### config.mk
export PLATFORM = sky130hd
export DESIGN_NAME = pio_devctrl_flat
export DESIGN_NICKNAME = d
export VERILOG_FILES = /design/src/rtl/pio_devctrl_pkg.sv /design/src/rtl/pio_devctrl_if.sv /design/src/rtl/pio_dev_cnt.sv /design/src/rtl/pio_devctrl.sv /design/src/flat_wrapper.sv
export SDC_FILE = /design/constraint.sdc
export NUM_CORES = 1
export LEC_CHECK = 0
export BUFFER_PORTS_ARGS = -buffer_cell sky130_fd_sc_hd__buf_2
export CORE_UTILIZATION = 55
export CTS_BUF_LIST = sky130_fd_sc_hd__clkbuf_4
export CTS_CLUSTER_SIZE = 8
export DETAILED_ROUTE_END_ITERATION = 8
export PLACE_DENSITY = 0.8
export SETUP_SLACK_MARGIN = 0.5
export SYNTH_ARGS = -nofsm -noshare
export SYNTH_HDL_FRONTEND = slang
export SYNTH_SLANG_ARGS = --single-unit
### constraint.sdc
create_clock -name clk -period 6.7 [get_ports clk]
set_input_delay 1.34 -clock clk [delete_from_list [all_inputs] [get_ports clk]]
set_output_delay 1.34 -clock clk [all_outputs]
set_load 0.01 [all_outputs]
### src/rtl/pio_devctrl_pkg.sv
// rtl/pio_devctrl_pkg.sv - shared FSM encoding and timing defaults for pio_devctrl
package pio_devctrl_pkg;

  localparam int TWIDTH_DEF = 8;
  localparam int TDH_DEF    = 2;
  localparam int TMO_DEF    = 120;
  localparam int TRD_DEF    = 1;

  localparam logic [15:0] TMO_RDATA = 16'hFFFF;

  typedef enum logic [2:0] {
    ST_IDLE    = 3'd0,
    ST_RD_WAIT = 3'd1,
    ST_RD_DATA = 3'd2,
    ST_RD_HOLD = 3'd3,
    ST_WR_ACT  = 3'd4,
    ST_WR_WAIT = 3'd5
  } state_t;

endpackage

### src/rtl/pio_devctrl_if.sv
// rtl/pio_devctrl_if.sv - ATA PIO bus between a host and the pio_devctrl device side
interface pio_devctrl_if;

  logic        DIOR;
  logic        DIOW;
  logic        CS0;
  logic        CS1;
  logic [2:0]  DA;
  logic [15:0] DDi;
  logic [15:0] DDo;
  logic        DDoe;
  logic        IORDY;

  modport master (output DIOR, DIOW, CS0, CS1, DA, DDi, input DDo, DDoe, IORDY);
  modport slave  (input DIOR, DIOW, CS0, CS1, DA, DDi, output DDo, DDoe, IORDY);

endinterface

### src/rtl/pio_dev_cnt.sv
// rtl/pio_dev_cnt.sv - loadable saturating down-counter; done while the count is zero
module pio_dev_cnt #(
  parameter int WIDTH = 8
) (
  input  logic             clk,
  input  logic             rst,
  input  logic             load,
  input  logic [WIDTH-1:0] load_val,
  output logic             done
);

  logic [WIDTH-1:0] cnt;

  always_ff @(posedge clk) begin
    if (rst) begin
      cnt <= '0;
    end else if (load) begin
      cnt <= load_val;
    end else if (cnt != '0) begin
      cnt <= cnt - 1'b1;
    end
  end

  assign done = (cnt == '0);

endmodule

### src/rtl/pio_devctrl.sv
// rtl/pio_devctrl.sv - ATA PIO device controller bridging host strobes to a register backend
module pio_devctrl
  import pio_devctrl_pkg::*;
#(
  parameter int TWIDTH = TWIDTH_DEF,
  parameter int TDH    = TDH_DEF,
  parameter int TMO    = TMO_DEF,
  parameter int TRD    = TRD_DEF
) (
  input  logic         clk,
  input  logic         rst,
  pio_devctrl_if.slave ata,
  output logic [3:0]   reg_adr,
  output logic         reg_re,
  output logic         reg_we,
  output logic [15:0]  reg_wdat,
  input  logic [15:0]  reg_rdat,
  input  logic         reg_ack,
  output logic         err
);

  logic [1:0]  dior_q, diow_q, cs0_q, cs1_q, fill;
  logic [2:0]  da_q1, da_s;
  logic [15:0] ddi_q1, ddi_s;
  logic        dior_s, diow_s, cs0_s, cs1_s, addr_ok, armed;

  state_t state, state_nxt;
  logic   start_rd, start_wr, strobe_err, arm_clr, rd_ack, rd_tmo, wr_fire, hold_end;
  logic   tmo_done, trd_done, hold_done, tmo_load, trd_load, hold_load;

  logic [15:0] ddo;
  logic        ddoe, iordy;

  always_ff @(posedge clk) begin
    if (rst) begin
      dior_q <= '0;
      diow_q <= '0;
      cs0_q  <= '0;
      cs1_q  <= '0;
      da_q1  <= '0;
      da_s   <= '0;
      ddi_q1 <= '0;
      ddi_s  <= '0;
      fill   <= '0;
    end else begin
      dior_q <= {dior_q[0], ata.DIOR};
      diow_q <= {diow_q[0], ata.DIOW};
      cs0_q  <= {cs0_q[0], ata.CS0};
      cs1_q  <= {cs1_q[0], ata.CS1};
      da_q1  <= ata.DA;
      da_s   <= da_q1;
      ddi_q1 <= ata.DDi;
      ddi_s  <= ddi_q1;
      fill   <= {fill[0], 1'b1};
    end
  end

  assign dior_s  = dior_q[1];
  assign diow_s  = diow_q[1];
  assign cs0_s   = cs0_q[1];
  assign cs1_s   = cs1_q[1];
  assign addr_ok = cs0_s ^ cs1_s;

  // fill gates arming so reset-cleared synchronizer zeros never count as a negated strobe
  always_ff @(posedge clk) begin
    if (rst) begin
      armed <= 1'b0;
    end else if (arm_clr) begin
      armed <= 1'b0;
    end else if (fill[1] && !dior_s && !diow_s) begin
      armed <= 1'b1;
    end
  end

  assign tmo_load  = (state != ST_RD_WAIT);
  assign trd_load  = (state != ST_RD_DATA);
  assign hold_load = !((state == ST_RD_HOLD) || (state == ST_RD_DATA && !dior_s));

  pio_dev_cnt #(.WIDTH(TWIDTH)) u_tmo (
    .clk(clk), .rst(rst), .load(tmo_load), .load_val(TWIDTH'(TMO - 1)), .done(tmo_done)
  );

  pio_dev_cnt #(.WIDTH(TWIDTH)) u_trd (
    .clk(clk), .rst(rst), .load(trd_load), .load_val(TWIDTH'(TRD)), .done(trd_done)
  );

  // hold time counts from the cycle DIOR_s is first seen low, even before RD_HOLD is entered
  pio_dev_cnt #(.WIDTH(TWIDTH)) u_hold (
    .clk(clk), .rst(rst), .load(hold_load), .load_val(TWIDTH'(TDH - 1)), .done(hold_done)
  );

  always_ff @(posedge clk) begin
    if (rst) begin
      state <= ST_IDLE;
    end else begin
      state <= state_nxt;
    end
  end

  always_comb begin
    state_nxt  = state;
    start_rd   = 1'b0;
    start_wr   = 1'b0;
    strobe_err = 1'b0;
    arm_clr    = 1'b0;
    rd_ack     = 1'b0;
    rd_tmo     = 1'b0;
    wr_fire    = 1'b0;
    hold_end   = 1'b0;
    case (state)
      ST_IDLE: begin
        if (armed && (dior_s || diow_s)) begin
          arm_clr = 1'b1;
          if (dior_s && diow_s) begin
            strobe_err = 1'b1;
          end else if (addr_ok) begin
            if (dior_s) begin
              start_rd  = 1'b1;
              state_nxt = ST_RD_WAIT;
            end else begin
              start_wr  = 1'b1;
              state_nxt = ST_WR_ACT;
            end
          end
        end
      end
      ST_RD_WAIT: begin
        if (reg_ack) begin
          rd_ack    = 1'b1;
          state_nxt = ST_RD_DATA;
        end else if (tmo_done) begin
          rd_tmo    = 1'b1;
          state_nxt = ST_RD_DATA;
        end
      end
      ST_RD_DATA: begin
        if (!dior_s) state_nxt = ST_RD_HOLD;
      end
      ST_RD_HOLD: begin
        if (hold_done) begin
          hold_end  = 1'b1;
          state_nxt = ST_IDLE;
        end
      end
      ST_WR_ACT: begin
        if (!diow_s) begin
          wr_fire   = 1'b1;
          state_nxt = ST_WR_WAIT;
        end
      end
      ST_WR_WAIT: begin
        if (reg_ack) state_nxt = ST_IDLE;
      end
      default: state_nxt = ST_IDLE;
    endcase
  end

  always_comb begin
    iordy = 1'b1;
    case (state)
      ST_RD_WAIT: iordy = 1'b0;
      ST_RD_DATA: iordy = trd_done;
      ST_WR_WAIT: iordy = !(dior_s || diow_s);
      default:    iordy = 1'b1;
    endcase
  end

  always_ff @(posedge clk) begin
    if (rst) begin
      ddo      <= '0;
      ddoe     <= 1'b0;
      reg_adr  <= '0;
      reg_re   <= 1'b0;
      reg_we   <= 1'b0;
      reg_wdat <= '0;
      err      <= 1'b0;
    end else begin
      reg_re <= start_rd;
      reg_we <= wr_fire;
      err    <= strobe_err | rd_tmo;
      if (start_rd || start_wr) reg_adr <= {cs1_s, da_s};
      if (wr_fire) reg_wdat <= ddi_s;
      if (rd_ack) begin
        ddo  <= reg_rdat;
        ddoe <= 1'b1;
      end else if (rd_tmo) begin
        ddo  <= TMO_RDATA;
        ddoe <= 1'b1;
      end else if (hold_end) begin
        ddoe <= 1'b0;
      end
    end
  end

  assign ata.DDo   = ddo;
  assign ata.DDoe  = ddoe;
  assign ata.IORDY = iordy;

endmodule
### src/flat_wrapper.sv
// flat-port wrapper written by rule: the top's interface ports become plain ports
module pio_devctrl_flat import pio_devctrl_pkg::*;
#(
  parameter int TWIDTH = TWIDTH_DEF,
  parameter int TDH    = TDH_DEF,
  parameter int TMO    = TMO_DEF,
  parameter int TRD    = TRD_DEF
)
  (clk, rst, reg_adr, reg_re, reg_we, reg_wdat, reg_rdat, reg_ack, err, ata_DIOR, ata_DIOW, ata_CS0, ata_CS1, ata_DA, ata_DDi, ata_DDo, ata_DDoe, ata_IORDY);
  pio_devctrl_if ata_i ();
  input  logic clk;
  input  logic rst;
  output logic [3:0] reg_adr;
  output logic reg_re;
  output logic reg_we;
  output logic [15:0] reg_wdat;
  input  logic [15:0] reg_rdat;
  input  logic reg_ack;
  output logic err;
  input wire logic [$bits(ata_i.DIOR)-1:0] ata_DIOR;
  input wire logic [$bits(ata_i.DIOW)-1:0] ata_DIOW;
  input wire logic [$bits(ata_i.CS0)-1:0] ata_CS0;
  input wire logic [$bits(ata_i.CS1)-1:0] ata_CS1;
  input wire logic [$bits(ata_i.DA)-1:0] ata_DA;
  input wire logic [$bits(ata_i.DDi)-1:0] ata_DDi;
  output wire logic [$bits(ata_i.DDo)-1:0] ata_DDo;
  output wire logic [$bits(ata_i.DDoe)-1:0] ata_DDoe;
  output wire logic [$bits(ata_i.IORDY)-1:0] ata_IORDY;
  assign ata_i.DIOR = ata_DIOR;
  assign ata_i.DIOW = ata_DIOW;
  assign ata_i.CS0 = ata_CS0;
  assign ata_i.CS1 = ata_CS1;
  assign ata_i.DA = ata_DA;
  assign ata_i.DDi = ata_DDi;
  assign ata_DDo = ata_i.DDo;
  assign ata_DDoe = ata_i.DDoe;
  assign ata_IORDY = ata_i.IORDY;
  pio_devctrl #(.TWIDTH(TWIDTH), .TDH(TDH), .TMO(TMO), .TRD(TRD)) u_core (.clk(clk), .rst(rst), .ata(ata_i), .reg_adr(reg_adr), .reg_re(reg_re), .reg_we(reg_we), .reg_wdat(reg_wdat), .reg_rdat(reg_rdat), .reg_ack(reg_ack), .err(err));
endmodule
Word-level counts from Yosys, hierarchy flattened
Index checks and enable logic that the tools add are counted.
{"block": "op_classes", "addsub": 3, "n_mul": 0, "shifts": 0, "eq_ne": 16, "reduce_logical": 27, "bitwise_logic": 3, "mux": 48, "div_mod_pow": 0, "order_cmp": 0}
{"op": "$mux W1", "n": 32}
{"op": "$mux W16", "n": 2}
{"op": "$mux W3", "n": 10}
{"op": "$logic_not A8 Y1", "n": 3}
{"op": "$reduce_bool A8 Y1", "n": 3}
{"op": "$sub A8 B1 Y8 const B", "n": 3}
{"op": "$pmux W3 S6", "n": 1}
{"op": "$mux W7", "n": 2}
{"op": "$ne A2 B2 Y1 const B", "n": 5}
{"op": "$reduce_and A8 Y1", "n": 1}
{"op": "$reduce_or A2 Y1", "n": 4}
{"op": "$eq A3 B2 Y1 const B", "n": 2}
{"op": "$eq A3 B3 Y1 const B", "n": 2}
{"op": "$ne A2 B1 Y1 const B", "n": 3}
{"op": "$ne A3 B2 Y1 const B", "n": 2}
{"op": "$reduce_bool A2 Y1", "n": 3}
{"op": "$logic_and A1 B1 Y1", "n": 5}
{"op": "$eq A3 B1 Y1 const B", "n": 1}
{"op": "$logic_not A1 Y1", "n": 3}
{"op": "$logic_not A3 Y1", "n": 1}
{"op": "$logic_or A1 B1 Y1", "n": 3}
{"op": "$ne A3 B1 Y1 const B", "n": 1}
{"op": "$pmux W1 S3", "n": 1}
{"op": "$reduce_bool A3 Y1", "n": 1}
{"op": "3 further kinds", "n": 3}
{"block": "word_totals", "input_bits": 42, "romBits": 0, "mem_bits_rw": 0, "memories": 0, "register_bits": 116, "latchBits": 0}

Longest topological paths before layout
Gate-level depths: netlist (run 1).
{"block": "logic_depth", "depth_word": 6, "ltp_mapped": 8, "mapped_depth_nobuf": 6}

Modules after synthesis
A second synthesis (run 1) with hierarchy kept.
{"block": "unflattened", "hier_cells": 458, "area_unflattened_um2": 4404.2}
{"mod": "pio_devctrl", "seq_area_each_um2": 1841.8, "area_each_um2": 2977.9, "n_inst": 1, "cells_each": 299}
{"mod": "pio_dev_cnt", "seq_area_each_um2": 160.2, "area_each_um2": 475.5, "n_inst": 3, "cells_each": 53}

Worst setup path after synthesis (run 1)
Ideal clock, no wire load.
{"block": "synth_timing", "path_type": "reg-to-output", "startpoint": "register u_core.u_trd.cnt[2]", "endpoint": "output port ata_IORDY", "setup_slack_ns": 3.665, "path_stages_with_launch": 5, "required_time_ns": 5.360, "t_arrival_ns": 1.695, "path_cell_list": "dfxtp_1 or4_1 nor4b_2 o21ai_0 a21oi_1"}
{"block": "synth_between", "elab_chain_cells": 2}
{"element": "from (decl)", "line_no": "pio_dev_cnt.sv:12", "rtl": "logic [WIDTH-1:0] cnt;"}
{"element": "from (signal assigned)", "line_no": "pio_dev_cnt.sv:18", "rtl": "cnt <= load_val;"}
{"element": "from (signal assigned)", "line_no": "pio_dev_cnt.sv:20", "rtl": "cnt <= cnt - 1'b1;"}
{"element": "$logic_not A8 Y1", "line_no": "pio_dev_cnt.sv:24", "rtl": "assign done = (cnt == '0);"}
{"element": "$pmux W1 S3", "line_no": "pio_devctrl.sv:160", "rtl": "case (state)"}
{"element": "to (decl)", "line_no": "flat_wrapper.sv:28", "rtl": "output wire logic [$bits(ata_i.IORDY)-1:0] ata_IORDY;"}
Every way passes these cells.

Worst setup path in the final report (run 1)
Same ends and word-level chain as after synthesis.

==> results of run 1 <==
==> routing by layer <==
| layer | vias to the layer above | global-route usage |
|---|---|---|
| li1 | 1538 | - |
| met2 | 67 | 0.343 |
| met5 | - | 0 |
| met3 | 8 | 0.0688 |
| met1 | 1353 | 0.220 |
| met4 | 0 | 0.0821 |
==> worst max-delay path, cell delays in order, from the launching register on <==
cell     delay, ns
dfxtp_1       0.35
or4_1         0.59
nor4b_2       0.48
o21ai_0       0.16
a21oi_1       0.17
buf_2         0.15
==> stage by stage <==
stage / utilization / power [uW] / setup slack [ns]
after floorplan: - / 918 / 3.66
after global placement: 0.630 / 973 / 3.56
after detailed placement: 0.630 / 979 / 3.48
after CTS: 0.674 / 1530 / 2.93
after global routing: 0.674 / 1590 / 2.73
final: 0.674 / 1520 / 2.98
==> worst paths after layout <==
path,from,end,cells after the start
worst max-delay path,u_core.u_trd.cnt[2],ata_IORDY,5
worst min-delay path,u_core.ddi_s[8],u_core.reg_wdat[8],2
worst max register to register,u_core.state[0],u_core.ata.DDo[4],3
worst min register to register,u_core.ddi_s[8],u_core.reg_wdat[8],2
==> where the power goes <==
| part | total [uW] | switching [uW] | internal [uW] |
|---|---|---|---|
| clock | 554 | 284 | 270 |
| sequential | 762 | 31.8 | 730 |
| combinational | 204 | 115 | 88.7 |
==> cells by family (layout without fill, tap and decap cells) <==
| family | count (synthesis) | after routing | synth area share |
|---|---|---|---|
| adders and majority gates | 5 | 5 | 0.0153 |
| AOI/OAI and AO/OA | 61 | 61 | 0.109 |
| DFF | 116 | 116 | 0.569 |
| muxes | 5 | 5 | 0.0123 |
| and+or+nand+nor | 160 | 160 | 0.214 |
| xor gates and xnor gates | 22 | 22 | 0.0472 |
| buffers and inverters | 34 | 128 | 0.0337 |
==> layout by cell type, fill, tap and decap left out, types with 2 or more instances in the layout <==
cell type	synthesis	layout
nand3_1	3	3
nand2b_1	6	6
or4_1	4	4
a31oi_1	2	2
mux2i_1	5	5
xnor2_1	15	15
inv_6	0	5
o221a_2	16	16
ha_1	5	5
dfxtp_1	116	116
inv_1	11	11
buf_2	2	82
nor3_1	9	9
bufinv_16	0	3
o31ai_1	3	3
nor2b_1	48	48
clkinv_4	0	2
o21ai_0	4	4
xor2_1	7	7
nor4b_1	3	3
nand4_1	3	3
a21oi_1	30	30
clkbuf_4	0	17
clkinvlp_4	0	2
nand2_1	38	38
nor2_1	32	32
inv_8	0	2
buf_4	0	2
nor4_1	5	4
nand3b_1	2	2
==> final cells by class <==
type                       instances  share of cell area
clock inverter                    15              0.0399
inverter                          12             0.00926
sequential                       116               0.477
multi-input combinational        253               0.335
clock buffer                      17              0.0262
tap                               99              0.0255
timing repair buffer              84              0.0874
==> flip-flops by register name, summed over array words and instances, names as in the netlist, 2 cells and up <==
signal and flops:
u_core.ata.DDo 16, u_core.ddi_q1 16, u_core.reg_adr 4, u_core.u_hold.cnt 8, u_core.state 3, u_core.cs1_q 2
u_core.da_q1 3, u_core.ddi_s 16, u_core.diow_q 2, u_core.reg_wdat 16, u_core.cs0_q 2, u_core.u_trd.cnt 8
u_core.dior_q 2, u_core.da_s 3, u_core.fill 2, u_core.u_tmo.cnt 8
==> cell usage after synthesis (3+ instances only) <==
master,n
or4_1,4
o31ai_1,3
dfxtp_1,116
nand2b_1,6
xor2_1,7
mux2i_1,5
nor3_1,9
nor2b_1,48
ha_1,5
xnor2_1,15
inv_1,11
nor2_1,32
clkbuf_1,18
a21oi_1,30
nand4_1,3
o21ai_0,4
nor4_1,5
nor4b_1,3
o221a_2,16
nand3_1,3
nand2_1,38
==> metrics.md, run 1 <==
| Metric | Value |
|---|---|
| Drt pass-1 iters | 4 |
| Clk pin slew, worst setup/hold paths | 0.11 ns |
| Fmax | 269 MHz |
| Syn nets | 450 |
| Vias per cell | 4.98 |
| # DRC | 0 |
| Worst min-delay path class | reg2reg |
| Worst-Skew Late Latency | 0.48 ns |
| Worst VDD drop | 0.193 mV |
| Die Area | 0.00777 sq mm |
| Element type at the critical path start | flop |
| CP arrival | 2.38 ns |
| Area growth from synthesis to layout | 19.2% |
| PortBufs | 82 |
| Cell taking the most area after synthesis | dfxtp_1 |
| Required time of the critical path | 5.36 ns |
| Setup tns final | 0 ns |
| Starting Density | 0.566 |
| TritonCTS Buffers | 17 |
| Core footprint | 0.00721 sq mm |
| Drt total wl | 7340 microns |
| Global-route wire length before repair | 11700 microns |
| Mean Syn Cell Area | 10.1 sq um |
| Post-synth top area share | 0.569 |
| Initial antenna violation count | 0 |
| Synth area leaders | dfxtp_1, nor2b_1, o221a_2, a21oi_1, nand2_1 |
| Cell Area, Placed | 0.00454 sq mm |
| Worst-path fanout max | 5 |
| Syn Inst Count | 403 |
| WHS | 0.442 ns |
| Hold buffers post-CTS | 0 |
| Final Max Tran Viols | 0 |
| Final cycle utilization of the critical path | 0.555 |
| Die X | 88.1 microns |
| Setup crit end kind | output pin |
| Post-DP HPWL | 4960 microns |
| Post-synthesis sequential area ratio | 0.569 |
| Finished Layout Cells | 596 |
| Diode count | 0 |
| EDFF count, synth | 0 |
| Dpl cells | 564 |
| CTS tree | built |
| IO Count | 83 |
| Via Count | 2966 |
| Tmin final | 3.72 ns |
| RSZ-0062 raised after global routing | no |
| Rows | 31 |
| Longest Clk Path Bufs | 2 |
| Synth Warn # | 0 |
| GRT Util Overall | 0.197 |
| Synth unique cells | 40 |
| Initial drt markers | 122 |
| Status | completed |
| Top routing layer in use | met4 |
| Hold Vio Cnt, Final | 0 |
| Die H | 88.1 microns |
| Setup Fix Bufs, Post-CTS | 0 |
| Register Area | 0.00232 sq mm |
| Largest net degree at the start of global routing | 71 |
| Metal-1 WL | 3310 microns |
| #FFs+latches synth | 116 |
| Final instance area | 0.00487 sq mm |
| Setup Crit Path Kind | reg2out |
| Vias in the first global route | 2711 |
| Slew HR | 0.404 |
| Slew @ Worst Pin | 0.892 ns |
| Met2 routed WL | 3660 microns |
| Area of the multi-input gates | 0.00163 sq mm |
| Mapped Area | 0.00408 sq mm |
| # clock sinks | 116 |
| Final Skew | 0.0172 ns |
| Grt ovf | 0 |
| Metal3 WL | 269 microns |
| WL/cell | 12.3 microns |
| Fillers | 570 |
| Share of cells above drive strength 1 | 0.280 |
| # setup viols final | 0 |
| Max-cap violation count | 0 |
| Leak | 0.00206 uW |
| Power Density | 312 mW/mm^2 |
| Fraction of registers with async set/reset | 0 |
| Post-CTS sizing | 0 |
| Main synth FF type | dfxtp_1 |
| Antenna viol nets, final | 0 |
| Depth of the CTS H-tree | 4 |
| RePlAce Congestion | 0.770 |
| Worst reg-to-reg setup slack | 4.26 ns |
| Nets | 531 |
| Clk root buf | clkbuf_4 |
Note: power is estimated with default switching activity, not from simulation.
==> run 2: changes to the inputs <==
==> constraint.sdc (replaced) <==
create_clock -name clk -period 3.7 [get_ports clk]
set_input_delay 0.74 -clock clk [delete_from_list [all_inputs] [get_ports clk]]
set_output_delay 0.74 -clock clk [all_outputs]
set_load 0.01 [all_outputs]
==> metrics.md, run 2 (synthesis results as in run 1) <==
| Metric | Value |
|---|---|
| Commonest non-fill, non-tap cell in the layout | dfxtp_1 (unchanged) |
| Starting Density | 0.566 (unchanged) |
| Worst VDD drop | 0.434 mV (was 0.193 mV) |
| Global-route wire length before repair | 12300 microns (was 11700 microns) |
| Worst-path fanout max | 5 (unchanged) |
| Post-CTS sizing | 0 (unchanged) |
| Setup tns final | 0 ns (unchanged) |
| Routing usage on met2 | 0.357 (was 0.343) |
| Worst min-delay path class | in2reg (was reg2reg) |
| Element type at the critical path start | flop (unchanged) |
| Register share of total power | 0.487 (was 0.501) |
| Drt pass-1 iters | 4 (unchanged) |
| TritonCTS Buffers | 17 (unchanged) |
| Logic gate share of total power | 0.132 (was 0.134) |
| M3 GR Usage | 0.0688 (unchanged) |
| WL/cell | 12.8 microns (was 12.3 microns) |
| Worst-path cell chain | or4_1 > nor4b_4 > o21ai_0 > a21oi_1 > buf_2 (was or4_1 > nor4b_2 > o21ai_0 > a21oi_1 > buf_2) |
| # clock sinks | 116 (unchanged) |
| Area growth from synthesis to layout | 20.2% (was 19.2%) |
| Clk root buf | clkbuf_4 (unchanged) |
| IO Count | 83 (unchanged) |
| Switch share | 0.279 (was 0.284) |
| Worst-Skew Late Latency | 0.51 ns (was 0.48 ns) |
| Vias in the first global route | 2793 (was 2711) |
| Met1 Track Usage GR | 0.236 (was 0.220) |
| Clk pin slew, worst setup/hold paths | 0.12 ns (was 0.11 ns) |
| Final Skew | 0.0150 ns (was 0.0172 ns) |
| Hold Vio Cnt, Final | 0 (unchanged) |
| Slew @ Worst Pin | 0.636 ns (was 0.892 ns) |
| Max-cap violation count | 0 (unchanged) |
| Setup Crit Path Kind | reg2out (unchanged) |
| Setup Fix Bufs, Post-CTS | 0 (unchanged) |
| WHS | 0.424 ns (was 0.442 ns) |
| CP max stage delay | 0.62 ns (was 0.59 ns) |
| # DRC | 0 (unchanged) |
| Die Area | 0.00777 sq mm (unchanged) |
| Post-DP HPWL | 5130 microns (was 4960 microns) |
| Via Count | 3018 (was 2966) |
| Die X | 88.1 microns (unchanged) |
| GRT Util Overall | 0.210 (was 0.197) |
| PnR worst setup slack | 0.648 ns (was 2.98 ns) |
| Status | completed (unchanged) |
| CTS tree | built (unchanged) |
| Initial antenna violation count | 0 (unchanged) |
| PnR Total Power | 2830 uW (was 1520 uW) |
| Dpl cells | 565 (was 564) |
| Power Density | 577 mW/mm^2 (was 312 mW/mm^2) |
| Internal Pwr Total | 2040 uW (was 1090 uW) |
| Share of cells above drive strength 1 | 0.281 (was 0.280) |
| Tmin final | 3.05 ns |
| RSZ-0062 raised after global routing | no (unchanged) |
| Most frequent cells in the layout | dfxtp_1, buf_2, nor2b_1 (unchanged) |
| Leak | 0.00207 uW (was 0.00206 uW) |
| # setup viols final | 0 (unchanged) |
| Finished Layout Cells | 597 (was 596) |
| Setup crit end kind | output pin (unchanged) |
| Crit-path slowest cell | or4_1 (unchanged) |
| Final cycle utilization of the critical path | 0.825 |
| Final Max Tran Viols | 0 (unchanged) |
| Die H | 88.1 microns (unchanged) |
| Drt total wl | 7640 microns (was 7340 microns) |
| PortBufs | 82 (unchanged) |
| Nets | 532 (was 531) |
| Clock share of power | 0.381 (was 0.364) |
| Buf+Inv Stages, Crit Path | 1 (unchanged) |
| Slew HR | 0.576 (was 0.404) |
| RePlAce Congestion | 0.794 (was 0.770) |
| Core footprint | 0.00721 sq mm (unchanged) |
| Diode count | 0 (unchanged) |
| Hold buffers post-CTS | 0 (unchanged) |
| CP arrival | 2.31 ns (was 2.38 ns) |
| Required time of the critical path | 2.96 ns (was 5.36 ns) |
| Psw | 789 uW (was 431 uW) |
| Global routing's busiest layer | met2 (unchanged) |
| Largest net degree at the start of global routing | 71 (unchanged) |
| Vias per cell | 5.06 (was 4.98) |
| Place WS | 1.10 ns (was 3.48 ns) |
| Longest Clk Path Bufs | 2 (unchanged) |
| Grt ovf | 0 (unchanged) |
| Fmax | 328 MHz |
| Rows | 31 (unchanged) |
| Depth of the CTS H-tree | 4 (unchanged) |
| Initial drt markers | 87 (was 122) |
| Antenna viol nets, final | 0 (unchanged) |
| Family with the most delay on the worst path | simple AND/OR/NAND/NOR gates (unchanged) |
==> run 2: cell count changes in the layout (fill, tap and decap cells not counted), sizes merged <==
cell,before,now
buf,84,85
bufinv,3,4
clkinv,4,2
clkinvlp,2,3
==> run 2: layout make-up <==
| type | instances | area (sq um) |
|---|---|---|
| clock buffer | 17 | 128 |
| clock inverter | 15 | 218 |
| fill | 592 | 2310 |
| inverter | 12 | 45.0 |
| multi-input combinational | 253 | 1640 |
| sequential | 116 | 2320 |
| tap | 99 | 124 |
| timing repair buffer | 85 | 433 |
==> run 2: stage by stage <==
step                area, sq um   util
finish                     4910  0.680
global route               4910  0.680
CTS                        4900  0.679
detailed placement         4550  0.631
global placement           4550  0.631
floorplan                  4080      -
==> run 2: routing by layer <==
layer	share of wire	vias to the layer above	wire (microns)
met5	0	-	0
met4	0.025	0	189
met3	0.036	20	276
met2	0.51	60	3860
met1	0.43	1397	3310
li1	-	1541	-
==> run 2: worst paths after layout <==
path                       startpoint                 end  slack, ns  depth (start not counted)
setup / recovery  u_core.u_trd.cnt[2]           ata_IORDY       0.65                          5
hold / removal             ata_DDi[3]    u_core.ddi_q1[3]       0.42                          2
setup reg to reg  u_core.u_tmo.cnt[2]  u_core.ata.DDo[13]       1.22                          4
hold reg to reg      u_core.ddi_q1[6]     u_core.ddi_s[6]       0.45                          1
==> run 2: power groups by stage <==
stage / registers, uW / logic, uW / clock network (uW)
global placement: 1400 / 362 / 0
floorplan: 1390 / 270 / 0
CTS: 1380 / 376 / 1100
finish: 1380 / 375 / 1080
global route: 1390 / 415 / 1160
detailed placement: 1410 / 373 / 0
==> run 3: changes to the inputs <==
--- a/config.mk
+++ b/config.mk
@@ -6,11 +6,11 @@
 export NUM_CORES = 1
 export LEC_CHECK = 0
 export BUFFER_PORTS_ARGS = -buffer_cell sky130_fd_sc_hd__buf_2
-export CORE_UTILIZATION = 55
+export CORE_UTILIZATION = 51
 export CTS_BUF_LIST = sky130_fd_sc_hd__clkbuf_4
 export CTS_CLUSTER_SIZE = 8
 export DETAILED_ROUTE_END_ITERATION = 8
-export PLACE_DENSITY = 0.8
+export PLACE_DENSITY = 0.78
 export SETUP_SLACK_MARGIN = 0.5
 export SYNTH_ARGS = -nofsm -noshare
 export SYNTH_HDL_FRONTEND = slang
==> constraint.sdc (replaced) <==
create_clock -name clk -period 2.6 [get_ports clk]
set_input_delay 0.52 -clock clk [delete_from_list [all_inputs] [get_ports clk]]
set_output_delay 0.52 -clock clk [all_outputs]
set_load 0.01 [all_outputs]
==> metrics.md, run 3 (synthesis results as in run 1) <==
| Metric | Value |
|---|---|
| Required time of the critical path | 2.08 ns (was 2.96 ns) |
| Fillers | 598 (was 592) |
| RSZ-0062 raised after global routing | yes (was no) |
| Worst min-delay path class | in2reg (unchanged) |
| Core footprint | 0.00773 sq mm (was 0.00721 sq mm) |
| Worst-path cell chain | or4_4 > nor4b_4 > o21ai_1 > a21oi_1 > buf_2 (was or4_1 > nor4b_4 > o21ai_0 > a21oi_1 > buf_2) |
| Post-DP HPWL | 5430 microns (was 5130 microns) |
| IO Count | 83 (unchanged) |
| Max-cap violation count | 0 (unchanged) |
| Crit-path slowest cell | or4_4 (was or4_1) |
| Power Density | 756 mW/mm^2 (was 577 mW/mm^2) |
| CP max stage delay | 0.56 ns (was 0.62 ns) |
| GRT Util Overall | 0.198 (was 0.210) |
| Status | completed (unchanged) |
| Switch share | 0.282 (was 0.279) |
| Global-route wire length before repair | 13100 microns (was 12300 microns) |
| TritonCTS Buffers | 17 (unchanged) |
| Area of the multi-input gates | 0.00168 sq mm (was 0.00164 sq mm) |
| # DRC | 0 (unchanged) |
| Place WS | 0.318 ns (was 1.10 ns) |
| Share of cells above drive strength 1 | 0.307 (was 0.281) |
| Slew HR | 0.573 (was 0.576) |
| Register share of total power | 0.520 (was 0.487) |
| Nets | 545 (was 532) |
| # setup viols final | 0 (unchanged) |
| Final instance area | 0.00499 sq mm (was 0.00491 sq mm) |
| Clock share of power | 0.328 (was 0.381) |
| Worst-Skew Late Latency | 0.49 ns (was 0.51 ns) |
| Vias in the first global route | 2844 (was 2793) |
| Die Area | 0.00836 sq mm (was 0.00777 sq mm) |
| CTS tree | built (unchanged) |
| Commonest non-fill, non-tap cell in the layout | dfxtp_1 (unchanged) |
| Die X | 91.5 microns (was 88.1 microns) |
| Setup crit end kind | output pin (unchanged) |
| Drt total wl | 8000 microns (was 7640 microns) |
| Psw | 1060 uW (was 789 uW) |
| Largest net degree at the start of global routing | 63 (was 71) |
| Grt ovf | 0 (unchanged) |
| Diode count | 0 (unchanged) |
| Longest Clk Path Bufs | 2 (unchanged) |
| # clock sinks | 116 (unchanged) |
| Via Count | 3096 (was 3018) |
| Leak | 0.00212 uW (was 0.00207 uW) |
| Clk pin slew, worst setup/hold paths | 0.10 ns (was 0.12 ns) |
| Initial drt markers | 208 (was 87) |
| Setup Crit Path Kind | reg2out (unchanged) |
| Logic gate share of total power | 0.152 (was 0.132) |
| Depth of the CTS H-tree | 4 (unchanged) |
| Drt pass-1 iters | 4 (unchanged) |
| Initial antenna violation count | 0 (unchanged) |
| Cell Area, Placed | 0.00459 sq mm (was 0.00455 sq mm) |
| Worst VDD drop | 0.536 mV (was 0.434 mV) |
| Die H | 91.5 microns (was 88.1 microns) |
| Family with the most delay on the worst path | simple AND/OR/NAND/NOR gates (unchanged) |
| Fmax | 391 MHz |
| Element type at the critical path start | flop (unchanged) |
| Tmin final | 2.56 ns |
| Final Max Tran Viols | 0 (unchanged) |
| Internal Pwr Total | 2710 uW (was 2040 uW) |
| PortBufs | 82 (unchanged) |
| Hold Vio Cnt, Final | 0 (unchanged) |
| PnR worst setup slack | 0.0430 ns (was 0.648 ns) |
| Most frequent cells in the layout | dfxtp_1, buf_2, nor2b_1 (unchanged) |
| Clk root buf | clkbuf_4 (unchanged) |
| Final cycle utilization of the critical path | 0.983 |
| Antenna viol nets, final | 0 (unchanged) |
| Rows | 32 (was 31) |
| Area growth from synthesis to layout | 22.3% (was 20.2%) |
| Final Skew | 0.0123 ns (was 0.0150 ns) |
| Slew @ Worst Pin | 0.639 ns (was 0.636 ns) |
| CP arrival | 2.04 ns (was 2.31 ns) |
| Buf+Inv Stages, Crit Path | 1 (unchanged) |
| WL/cell | 13.1 microns (was 12.8 microns) |
| Vias per cell | 5.05 (was 5.06) |
| Register Area | 0.00233 sq mm (was 0.00232 sq mm) |
| RePlAce Congestion | 0.802 (was 0.794) |
| Worst-path fanout max | 2 (was 5) |
| Starting Density | 0.528 (was 0.566) |
run 3: per-layer routing:
| metal | GRT usage | vias up | wire (microns) |
|---|---|---|---|
| met5 | 0 | - | 0 |
| met4 | 0.0794 | 0 | 61 |
| met1 | 0.252 | 1454 | 3760 |
| met3 | 0.0704 | 8 | 397 |
| li1 | - | 1562 | - |
| met2 | 0.306 | 72 | 3790 |
run 3: metrics by stage:
stage	total power [uW]	utilization	cells	hold slack [ns]	setup TNS, ns
2_1_floorplan	2370	-	403	0.414	0
3_3_place_gp	2520	0.594	571	0.416	0
3_5_place_dp	2540	0.594	571	0.427	0
4_1_cts	3780	0.638	610	0.192	0
5_1_grt	3970	0.646	613	0.189	-0.109
6_report	3770	0.646	613	0.227	0
run 3: repair_timing:
item,in CTS,in global routing
endpoints found under the setup margin,3,25
setup buffers,7,2
gates resized for setup,5,9
pin swaps,5,4
hold buffers,0,0
gates cloned,0,1
run 3: worst paths after layout:
kind | startpoint | endpoint | slack, ns | depth (start not counted)
setup / recovery | u_core.u_trd.cnt[2] | ata_IORDY | 0.04 | 5
hold / removal | ata_DA[1] | u_core.da_q1[1] | 0.23 | 2
setup reg to reg | u_core.u_hold.cnt[2] | u_core.state[0] | 0.36 | 5
hold reg to reg | u_core.diow_q[0] | u_core.diow_q[1] | 0.44 | 1
run 3: final cells by class:
class,count,area share
flip-flops and latches,116,0.466
inverters,12,0.00902
multi-input cells,253,0.337
repair buffers,98,0.108
clock buffers,18,0.0271
well taps,102,0.0256
clock inverters,14,0.0276
run 3: power groups by stage:
stage | Combinational (uW) | Clock (uW) | Sequential, uW
floorplan | 387 | 0 | 1980
global placement | 527 | 0 | 2000
detailed placement | 542 | 0 | 2000
CTS | 555 | 1270 | 1960
global route | 636 | 1350 | 1980
finish | 575 | 1240 | 1960
run 3: worst reg2reg max path, cell delays in order (launching register included):
cell       delay [ns]
dfxtp_2          0.34
or4_4            0.53
or4b_4           0.57
o2bb2ai_4        0.15
or4b_4           0.48
a21oi_2          0.11
